===== config.mk =====
export PLATFORM = sky130hd
export DESIGN_NAME = prog_sequencer
export DESIGN_NICKNAME = d
export VERILOG_FILES = /design/src/rtl/seq_pkg.sv /design/src/rtl/prog_sequencer_pc_next.sv /design/src/rtl/prog_sequencer.sv
export SDC_FILE = /design/constraint.sdc
export NUM_CORES = 1
export LEC_CHECK = 0
export CAP_MARGIN = 25
export CORE_UTILIZATION = 45
export DETAILED_ROUTE_END_ITERATION = 8
export PLACE_DENSITY = 0.75
export SLEW_MARGIN = 20
export SYNTH_ARGS = -nofsm -noshare
export SYNTH_HDL_FRONTEND = slang
export SYNTH_HIERARCHICAL = 1
export SYNTH_SLANG_ARGS = --single-unit

===== constraint.sdc =====
create_clock -name clk -period 2.8 [get_ports clk]
set_clock_uncertainty 0.1 [all_clocks]
set_input_delay 0.84 -clock clk [delete_from_list [all_inputs] [get_ports clk]]
set_output_delay 0.84 -clock clk [all_outputs]
set_load 0.03 [all_outputs]

===== src/rtl/seq_pkg.sv =====
// ---------------------------------------------------------------------------
// seq_pkg
// Shared types for the program sequencer.
//   seq_state_t : sequencer FSM states (IDLE, RUN, DONE)
//   seq_step_t  : what a RUN edge does, listed from highest to lowest priority
// No ports; imported by prog_sequencer and pc_next.
// ---------------------------------------------------------------------------
package seq_pkg;

   typedef enum logic [1:0] {
      IDLE = 2'd0,
      RUN  = 2'd1,
      DONE = 2'd2
   } seq_state_t;

   // Step codes for one RUN edge, in priority order
   typedef enum logic [2:0] {
      STEP_STALL = 3'd0,   // hold PC, only the cycle counter moves
      STEP_WDOG  = 3'd1,   // watchdog expired
      STEP_HALT  = 3'd2,   // halt instruction or implicit end PC
      STEP_ABS   = 3'd3,   // absolute jump
      STEP_REL   = 3'd4,   // signed relative jump
      STEP_INC   = 3'd5    // sequential fetch
   } seq_step_t;

endpackage


===== src/rtl/prog_sequencer_pc_next.sv =====
// ---------------------------------------------------------------------------
// pc_next
// Combinational next-PC selection for a RUN edge that actually advances.
//   prog_ctr   in  D  current PC
//   target     in  D  jump target / two's complement offset
//   absjump_en in  1  absolute jump (wins over relative)
//   reljump_en in  1  relative jump
//   next_pc    out D  PC to load
//   step       out 3  seq_step_t code of the chosen move (ABS/REL/INC)
// ---------------------------------------------------------------------------
module pc_next
   import seq_pkg::*;
#(
   parameter int D = 12
) (
   input  logic [D-1:0] prog_ctr,
   input  logic [D-1:0] target,
   input  logic         absjump_en,
   input  logic         reljump_en,
   output logic [D-1:0] next_pc,
   output logic [2:0]   step
);

   // Select jump/increment; D-bit addition gives the silent modulo-2^D wrap,
   // and a two's complement offset needs no sign extension at equal width.
   always_comb begin
      next_pc = prog_ctr + D'(1);
      step    = STEP_INC;
      if (absjump_en) begin
         next_pc = target;
         step    = STEP_ABS;
      end else if (reljump_en) begin
         next_pc = prog_ctr + target;
         step    = STEP_REL;
      end else begin
         next_pc = prog_ctr + D'(1);
         step    = STEP_INC;
      end
   end

endmodule


===== src/rtl/prog_sequencer.sv =====
// ---------------------------------------------------------------------------
// prog_sequencer
// Fetch/run controller for the single-cycle core. A host raises req (level,
// four-phase); the sequencer loads start_pc, steps the PC each cycle
// (stall / watchdog / halt / abs jump / rel jump / increment, in that
// priority) and parks in DONE until req is dropped.
//   clk        in   1   rising-edge clock
//   reset      in   1   asynchronous active-low reset
//   req        in   1   run request
//   start_pc   in   D   first PC, sampled in IDLE
//   stall      in   1   freeze PC this cycle
//   halt       in   1   decoded halt at current PC
//   absjump_en in   1   PC <= target
//   reljump_en in   1   PC <= PC + signed target
//   target     in   D   jump target / offset
//   prog_ctr   out  D   current PC
//   busy       out  1   in RUN
//   done       out  1   in DONE
//   timeout    out  1   last run ended by watchdog
//   cycles     out  CW  saturating RUN-cycle count
// Outputs come only from registers (state decode included).
// ---------------------------------------------------------------------------
module prog_sequencer
   import seq_pkg::*;
#(
   parameter int D       = 12,
   parameter int DONE_PC = 128,
   parameter int CW      = 16,
   parameter int MAX_CYC = 4000
) (
   input  logic          clk,
   input  logic          reset,
   input  logic          req,
   input  logic [D-1:0]  start_pc,
   input  logic          stall,
   input  logic          halt,
   input  logic          absjump_en,
   input  logic          reljump_en,
   input  logic [D-1:0]  target,
   output logic [D-1:0]  prog_ctr,
   output logic          busy,
   output logic          done,
   output logic          timeout,
   output logic [CW-1:0] cycles
);

   localparam logic [D-1:0]  DONE_PC_V = D'(DONE_PC);
   localparam logic [CW-1:0] WD_LAST   = CW'(MAX_CYC - 1);
   localparam logic [CW-1:0] CYC_SAT   = {CW{1'b1}};
   localparam bit            WD_EN     = (MAX_CYC != 0);

   seq_state_t     state_r;
   logic [D-1:0]   prog_ctr_r;
   logic [CW-1:0]  cycles_r;
   logic           timeout_r;

   logic [D-1:0]   next_pc_s;
   logic [2:0]     pc_step_s;
   logic [2:0]     step_s;
   logic [CW-1:0]  cycles_inc_s;

   pc_next #(
      .D (D)
   ) u_pc_next (
      .prog_ctr   (prog_ctr_r),
      .target     (target),
      .absjump_en (absjump_en),
      .reljump_en (reljump_en),
      .next_pc    (next_pc_s),
      .step       (pc_step_s)
   );

   // Resolve what this RUN edge does. Stall outranks the watchdog, so the
   // timeout decision is deferred while the memory op is in flight.
   always_comb begin
      step_s = pc_step_s;
      if (stall) begin
         step_s = STEP_STALL;
      end else if (WD_EN && (cycles_r == WD_LAST)) begin
         step_s = STEP_WDOG;
      end else if (halt || (prog_ctr_r == DONE_PC_V)) begin
         step_s = STEP_HALT;
      end else begin
         step_s = pc_step_s;
      end
   end

   // Saturating increment of the run-cycle counter
   always_comb begin
      cycles_inc_s = cycles_r;
      if (cycles_r == CYC_SAT) begin
         cycles_inc_s = cycles_r;
      end else begin
         cycles_inc_s = cycles_r + CW'(1);
      end
   end

   // Sequencer FSM with registered PC, counter and timeout flag
   always_ff @(posedge clk or negedge reset) begin
      if (!reset) begin
         state_r    <= IDLE;
         prog_ctr_r <= {D{1'b0}};
         cycles_r   <= {CW{1'b0}};
         timeout_r  <= 1'b0;
      end else begin
         case (state_r)
            IDLE: begin
               if (req) begin
                  state_r    <= RUN;
                  prog_ctr_r <= start_pc;
                  cycles_r   <= {CW{1'b0}};
                  timeout_r  <= 1'b0;
               end
            end
            RUN: begin
               // every RUN edge counts, including the one that leaves RUN
               cycles_r <= cycles_inc_s;
               case (step_s)
                  STEP_STALL: begin
                     prog_ctr_r <= prog_ctr_r;
                  end
                  STEP_WDOG: begin
                     state_r   <= DONE;
                     timeout_r <= 1'b1;
                  end
                  STEP_HALT: begin
                     state_r <= DONE;
                  end
                  STEP_ABS, STEP_REL, STEP_INC: begin
                     prog_ctr_r <= next_pc_s;
                  end
                  default: begin
                     prog_ctr_r <= prog_ctr_r;
                  end
               endcase
            end
            DONE: begin
               // no auto-restart: the host must drop req first
               if (!req) begin
                  state_r <= IDLE;
               end
            end
            default: begin
               state_r <= IDLE;
            end
         endcase
      end
   end

   assign prog_ctr = prog_ctr_r;
   assign busy     = (state_r == RUN);
   assign done     = (state_r == DONE);
   assign timeout  = timeout_r;
   assign cycles   = cycles_r;

endmodule


# Yosys cells after proc, flatten, opt, wreduce, memory -nomap -nowiden
# Cells that the tools add are included.
# classes
add_sub_neg	3
reduce_logical	9
n_eq_ne	16
n_mux	20
# op_table
op	n
$mux W12	4
$mux W16	2
$pmux W16 S2	1
$pmux W12 S2	1
$add A16 B1 Y16 const B	1
$eq A16 B12 Y1 const B	1
$eq A16 B16 Y1 const B	1
$add A12 B1 Y12 const B	1
$add A12 B12 Y12	1
$eq A12 B8 Y1 const B	1
$mux W3	4
$reduce_and A3 Y1	4
$ne A2 B2 Y1 const B	4
$eq A3 B2 Y1 const B	2
$eq A3 B3 Y1 const B	2
$mux W2	3
$pmux W2 S3	1
$ne A2 B1 Y1 const B	2
$eq A3 B1 Y1 const B	1
$mux W1	3
$reduce_or A3 Y1	1
$eq A2 B1 Y1 const B	1
$eq A2 B2 Y1 const B	1
$logic_not A2 Y1	1
4 further kinds	4
# totals
input_bits	31
regBits	31
word_cells	52

# Logic depth before layout (Yosys ltp)
# Gate-level depths: netlist of the first run.
# logic_depth
ltp_word	9
ltp_mapped	13
depth_no_buf	13

# By module
# Netlist of the first run, hierarchy kept.
# by_module_without_submodules
module	cells_each	n_inst	area_each_um2
prog_sequencer	199	1	1893.1
pc_next	115	1	787.0

# Least setup slack after synthesis of the first run
# No wires, ideal clock.
# synth_timing
path_kind	input-to-reg
from	input reljump_en
to	register prog_ctr_r[11], in the netlist prog_ctr[11]
path_stages	12
setup_slack_ns	-0.327
arrival_time_ns	2.902
required_ns	2.575
setup_time_ns	0.125
cell_sequence	clkbuf_1 -> and2_1 -> ha_1 -> a21o_1 -> a21oi_1 -> mux2_2 -> nor4b_4 -> a211o_1 -> o21ai_2 -> nand2_1 -> nand2_1 -> mux2_4
# synth_via
word_cells_on_any_way	15
classes_between	4 x eq/ne; 9 x mux; 2 x reduce/logical
# synth_lines
element	line_no	source
from (decl)	prog_sequencer.sv:38	input logic reljump_en,
$mux W12	prog_sequencer_pc_next.sv:32	end else if (reljump_en) begin
$mux W12	prog_sequencer_pc_next.sv:29	if (absjump_en) begin
via next_pc_s[11]	prog_sequencer.sv:57	logic [D-1:0] next_pc_s;
$mux W12	prog_sequencer.sv:118	case (step_s)
$pmux W12 S2	prog_sequencer.sv:106	case (state_r)
to (signal assigned)	prog_sequencer.sv:102	prog_ctr_r <= {D{1'b0}};
to (signal assigned)	prog_sequencer.sv:110	prog_ctr_r <= start_pc;
to (signal assigned)	prog_sequencer.sv:120	prog_ctr_r <= prog_ctr_r;
to (decl)	prog_sequencer.sv:53	logic [D-1:0] prog_ctr_r;
# The timed path passes the listed nets, and every way through them passes these cells. The select of a mux whose other input is x is not followed.
# A chain may end at the register's enable or synchronous reset.

# Worst setup path after layout of the first run
# layout_timing
from	input reljump_en
to	register prog_ctr_r[8], in the netlist prog_ctr[8]
# The elaborated chain is that of the path after synthesis.

==> results of run 1 <==
[cells by family after synthesis]
group                      after synthesis  synth area share
DFF                                     31             0.289
xor gates and xnor gates                 6            0.0196
and+or+nand+nor                        142             0.279
buffers and inverters                   26            0.0471
muxes                                   25             0.114
adders and majority gates               13            0.0635
AOI/OAI and AO/OA                       71             0.187
[synth_stat cells (all sizes together), types with 5 or more instances]
cell	count
a211oi	7
a21oi	17
and2	12
buf	7
dfrtp	31
ha	12
inv	15
mux2	15
mux2i	10
nand2	71
nand2b	13
nand4	7
nor2	9
o21ai	18
o31ai	5
[worst paths after layout]
path	endpoint	slack (ns)	from
setup / recovery	prog_ctr[8]	-0.008	reljump_en
hold / removal	timeout	0.40	timeout
setup reg to reg	prog_ctr[8]	0.30	prog_ctr[0]
hold reg to reg	timeout	0.40	timeout
max in group asynchronous	cycles[2]	1.47	reset
min in group asynchronous	cycles[11]	0.83	reset
[power by group]
part	leakage [nW]	internal, mW	switching (mW)
Sequential	0.404	0.573	0.218
Combinational	1.26	1.11	1.12
Clock	0.0581	0.265	0.198
[registers in the layout, summed over array words and instances (netlist names)]
signal / flops
state_r: 2
prog_ctr: 12
timeout: 1
cycles: 16
[stage by stage]
| stage | hold WS, ns | instances | worst slack [ns] |
|---|---|---|---|
| after detailed placement | 0.379 | 475 | -0.744 |
| after global placement | 0.376 | 475 | -0.647 |
| after global routing | 0.440 | 488 | -0.114 |
| after CTS | 0.411 | 487 | -0.0648 |
| final | 0.403 | 488 | -0.00820 |
| after floorplan | 0.428 | 314 | -0.110 |
[layout make-up]
cell class	count	area (sq um)
Sequential cell	31	776
Inverter	15	56.3
Timing Repair Buffer	105	938
Fill cell	453	1640
Clock buffer	5	68.8
Multi-Input combinational cell	257	1990
Tap cell	72	90.1
Clock inverter	3	43.8
[layer usage]
metal,global-route usage,part of all wire,vias up
li1,-,-,1327
met4,0.0782,0.012,0
met1,0.339,0.45,1293
met2,0.439,0.50,80
met3,0.0460,0.044,9
met5,0,0,-
[worst max-delay path, delay by kind of cell]
kind | cells | cell delay, ns
fa+ha+maj | 2 | 0.48
compound gates | 4 | 0.39
mux | 1 | 0.25
xor+xnor | 1 | 0.17
simple gates | 4 | 0.32
buf+inv | 4 | 0.44
[timing repair]
| item | in CTS | in global routing |
|---|---|---|
| hold buffers | 0 | 0 |
| gates cloned | 1 | 0 |
| resized for setup | 43 | 13 |
| pin swaps | 17 | 18 |
| setup buffers | 3 | 1 |
| endpoints found under the setup margin | 8 | 7 |
==> metrics, run 1 <==
register area share after synthesis=0.289; Seq cells post-synth=31; number of synthesized flops with an enable pin=0; Synth top area share=0.289; total gr overflow=0; Post-DP HPWL=between 5000 and 6000 microns; commonest non-fill, non-tap cell in the layout=nand2_1; Setup TNS=-0.0248 ns; Max Freq=about 360 MHz; most frequent cells in the layout=nand2_1, clkdlybuf4s50_1, buf_4, dfrtp_1, inv_1; critical setup path kind=input port to register; Clock transition at path regs=roughly 0.08 ns; Setup violations, final=4; vias per inst=5.55; CTS Buf Count=5; Die W=roughly 79 microns; R2R depth=13; Yosys cell types=58; Max FO, Critical Path=6; row count=27; Die ar.=roughly 6300 sq um; cell area after synthesis=about 2700 sq um; GR Util All Layers=0.261; fin crit share=1.00; Worst EP required=approximately 2.9 ns; Util after Layout=0.707; CP Cell Sequence=buf_8, buf_8, nand2b_4, ha_4, inv_2, fa_2, nor2b_1, o21ai_1, a21oi_1, buf_4, o21ai_2, xor2_1, o21ai_1, nand2_1, nand2_1, mux2_4; synth warn=6; Core Area=approximately 5600 sq um; outcome=finished, violations left; Synth area leader=dfrtp_1; Final Max Tran Viols=0; asr flop ratio synth=1.00; Peak VDD IR=0.000537 V; first-pass GRT wire length=roughly 13,000 microns; worst setup margin=-0.00820 ns; Detailed Route WL=7780 microns; Critical Path AT=approximately 2.9 ns; power density over the cells=between 800 and 900 nW/um^2; RSZ-0062 raised after global routing=true; Max clock buf depth=2; Starting Density=0.478; Hold Path Cell Cnt=2; clock latency on the worst-skew pair=around 0.30 ns; largest net degree at the start of global routing=32; Final min period=between 2 and 3 ns; CTS sink cnt=31; syn_area_per_cell=approximately 8.5 sq um; Hold Fails Final Rpt=0; dpl cell area=3660 sq um; Post-Synthesis Cells=~310; initial detailed-routing violation count=167; share of layout cells above drive strength 1=0.281; TritonCTS clock tree=done; DRT antenna net count=0; number of global-route vias before repair=approximately 2,700; max_cap viols=0; Worst Setup Start Kind=input port; Critical Path Slowest Stage Cell=fa_2; largest stage delay on the critical path=0.35 ns; worst relative slew slack=0.575; CP endpoint kind=register; number of diodes=0; final instance area=3970 sq um; PortBufs=61; Worst-Margin Slew=0.637 ns; DR pass1 iterations=4; routed len/inst=around 16 microns; Synth Flop Type=dfrtp_1; Leak=1.73 nW; CTS root buffer=clkbuf_8; Hold Path Class=register to register; H-Tree Depth=2; Vias=roughly 2,700; Overall Power=around 3.5 mW; DRC Markers=0; GP Congestion=0.895; area grow syn2layout=47.9%; Area contributors post-synth=dfrtp_1, nand2_1, ha_1, mux2_4, mux2i_1; fin nets=approximately 460; Die H=around 79 microns; antenna violations before repair=0; failing checks=setup timing; syn_nets=between 300 and 400; Top Ports=62
Power figures use the tool's default switching activity.
==> run 2: changes to the inputs <==
--- a/config.mk
+++ b/config.mk
@@ -6,6 +6,7 @@
 export NUM_CORES = 1
 export LEC_CHECK = 0
 export CAP_MARGIN = 25
+export CORE_MARGIN = 2
 export CORE_UTILIZATION = 45
 export DETAILED_ROUTE_END_ITERATION = 8
 export PLACE_DENSITY = 0.75
==> run 2 against run 1 <==
  * Fmax shrank 2.2%
  * Utilization down 1.9 points
  * Clock-buffer cell count is 1 higher
  * Worst setup slack worse by 0.063 ns
  * Combinational power up 2%
  * Critical path depth down 3
  * Die area increased by 5.1%
  * The run still ends with setup timing left
  * Clock power up 4%
  * Final cell count is 1.0% higher
  * First-iteration DRC count shrank 16%
==> metrics, run 2 (synthesized netlist as in run 1, its figures left out) <==
Core Area=5850 sq um (+4.3%); critical setup path kind=input port to register; outcome=finished, violations left; first-pass GRT wire length=13,000 microns (+2.3%); vias per inst=5.64 (+1.6%); area grow syn2layout=50.3%; commonest non-fill, non-tap cell in the layout=nand2_1; largest net degree at the start of global routing=32 (unchanged); Hold Fails Final Rpt=0 (unchanged); failing checks=setup timing; Peak VDD IR=0.000589 V (+9.7%); CP endpoint=prog_ctr[11]; Worst-Margin Slew=0.678 ns (+0.0404 ns); total gr overflow=0 (unchanged); Die ar.=6590 sq um (+5.1%); number of global-route vias before repair=2,798 (+4.8%); Vias=2,781 (+2.7%); max_cap viols=0 (unchanged); CTS root buffer=clkbuf_8; CTS Buf Count=5 (unchanged); Worst path depth=13 (-3); Max clock buf depth=2 (unchanged); TritonCTS clock tree=done; Worst Setup Start Kind=input port; Util after Layout=0.688 (-0.0186); power density over the cells=876 nW/um^2 (-0.11%); clock latency on the worst-skew pair=0.29 ns (about the same); Critical R2R Launch=prog_ctr[0]; R2R depth=13 (unchanged); Worst EP required=2.88 ns (about the same); Clock transition at path regs=0.07 ns (about the same); fin crit share=1.03 (+0.0225); PortBufs=61 (unchanged); GR Util All Layers=0.255 (-0.00571); DRT antenna net count=0 (unchanged); fin nets=461 (+0.44%); Die H=81.2 microns (+2.5%); Post-DP HPWL=5690 microns (+0.96%); most frequent cells in the layout=nand2_1, clkdlybuf4s50_1, buf_4, dfrtp_1, inv_1; initial detailed-routing violation count=140 (-16%); Die W=81.2 microns (+2.5%); Critical Path Slowest Stage Cell=mux2_4; share of layout cells above drive strength 1=0.285 (+0.00344); Critical Path AT=2.95 ns (+0.06 ns); Buf/Inv on CP=2 (-2); DRC Markers=0 (unchanged); largest stage delay on the critical path=0.33 ns (-0.02 ns); Max FO, Critical Path=3 (-3); Leak=1.76 nW (+1.8%); final instance area=4030 sq um (+1.6%); CP endpoint kind=register; Reg2Reg Capture Point=prog_ctr[10]; Largest delay share family, worst path=multiplexers; routed len/inst=16.4 microns (+3.1%); worst setup margin=-0.0713 ns (-0.0631 ns); Max Freq=348 MHz (-2.2%); Top Ports=62 (unchanged); RSZ-0062 raised after global routing=true; Hold Path Class=register to register; CTS sink cnt=31 (unchanged); Final Max Tran Viols=0 (unchanged); DR pass1 iterations=4 (unchanged); Final min period=2.87 ns (+0.0631 ns); GP Congestion=0.896 (about the same); antenna violations before repair=0 (unchanged); number of diodes=0 (unchanged); Detailed Route WL=8100 microns (+4.1%); row count=28 (+3.7%); max reg flops=16 (unchanged); Starting Density=0.458 (-0.0198); R2R setup slack=0.34 ns (+0.04 ns); Setup violations, final=3 (-1); Hold Path Origin=timeout; H-Tree Depth=2 (unchanged); CP startpoint=reljump_en; CP Cell Sequence=buf_8, buf_6, and2_4, ha_4, a21o_1, a21oi_2, mux2_4, nor4b_4, a211o_1, o21ai_2, nand2_1, nand2_1, mux2_4; worst relative slew slack=0.548 (-0.0270); dpl cell area=3660 sq um (about the same)
==> run 2: worst min path at each step <==
stage,endpoint,cells after the start
finish,timeout,2
global route,timeout,2
CTS,timeout,2
detailed placement,timeout,2
global placement,timeout,2
floorplan,state_r[0],1
==> run 2: power breakdown <==
group / switching (mW) / leakage [nW] / internal (mW)
Combinational: 1.15 / 1.29 / 1.12
Clock: 0.192 / 0.0612 / 0.288
Sequential: 0.210 / 0.404 / 0.574
==> run 2: cell type report <==
type,instances,area [sq um]
clock inverters,2,35.0
multi-input cells,257,2010
flip-flops and latches,31,776
repair buffers,107,977
well taps,75,93.8
inverters,15,56.3
fillers,442,1820
clock buffers,6,82.6
==> run 2: worst register-to-register path, stage by stage, from the launching register on <==
cell and delay (ns):
dfrtp_1 0.45, ha_4 0.17, inv_2 0.04, fa_2 0.37
nor2b_4 0.13, o21ai_2 0.07, a21oi_2 0.14, buf_6 0.15
o2111ai_2 0.15, and3_1 0.18, nor3_1 0.18, nand2_1 0.07
nand2_1 0.05, mux2_2 0.14
==> run 2: layer usage <==
metal,up-vias,wire length (microns),GRT usage
met1,1325,3330,0.302
met5,-,0,0
li1,1330,-,-
met3,33,398,0.0467
met2,93,4050,0.445
met4,0,321,0.120
==> run 2: per-stage QoR <==
stage | TNS [ns] | hold slack [ns] | power [mW] | std cells | setup WS (ns)
after global routing | -0.501 | 0.443 | 3.76 | 493 | -0.180
final | -0.149 | 0.409 | 3.53 | 493 | -0.0713
after detailed placement | -5.91 | 0.393 | 2.81 | 476 | -0.749
after global placement | -5.04 | 0.367 | 2.75 | 476 | -0.658
after CTS | -0.126 | 0.413 | 3.42 | 491 | -0.0692
after floorplan | -0.110 | 0.428 | 2.07 | 314 | -0.110
==> run 2: timing repair <==
item / CTS / global route
cloned: 1 / 0
hold buffers: 0 / 0
buffers inserted: 6 / 2
gates resized for setup: 47 / 13
setup endpoints to repair: 8 / 8
pin swaps: 26 / 15
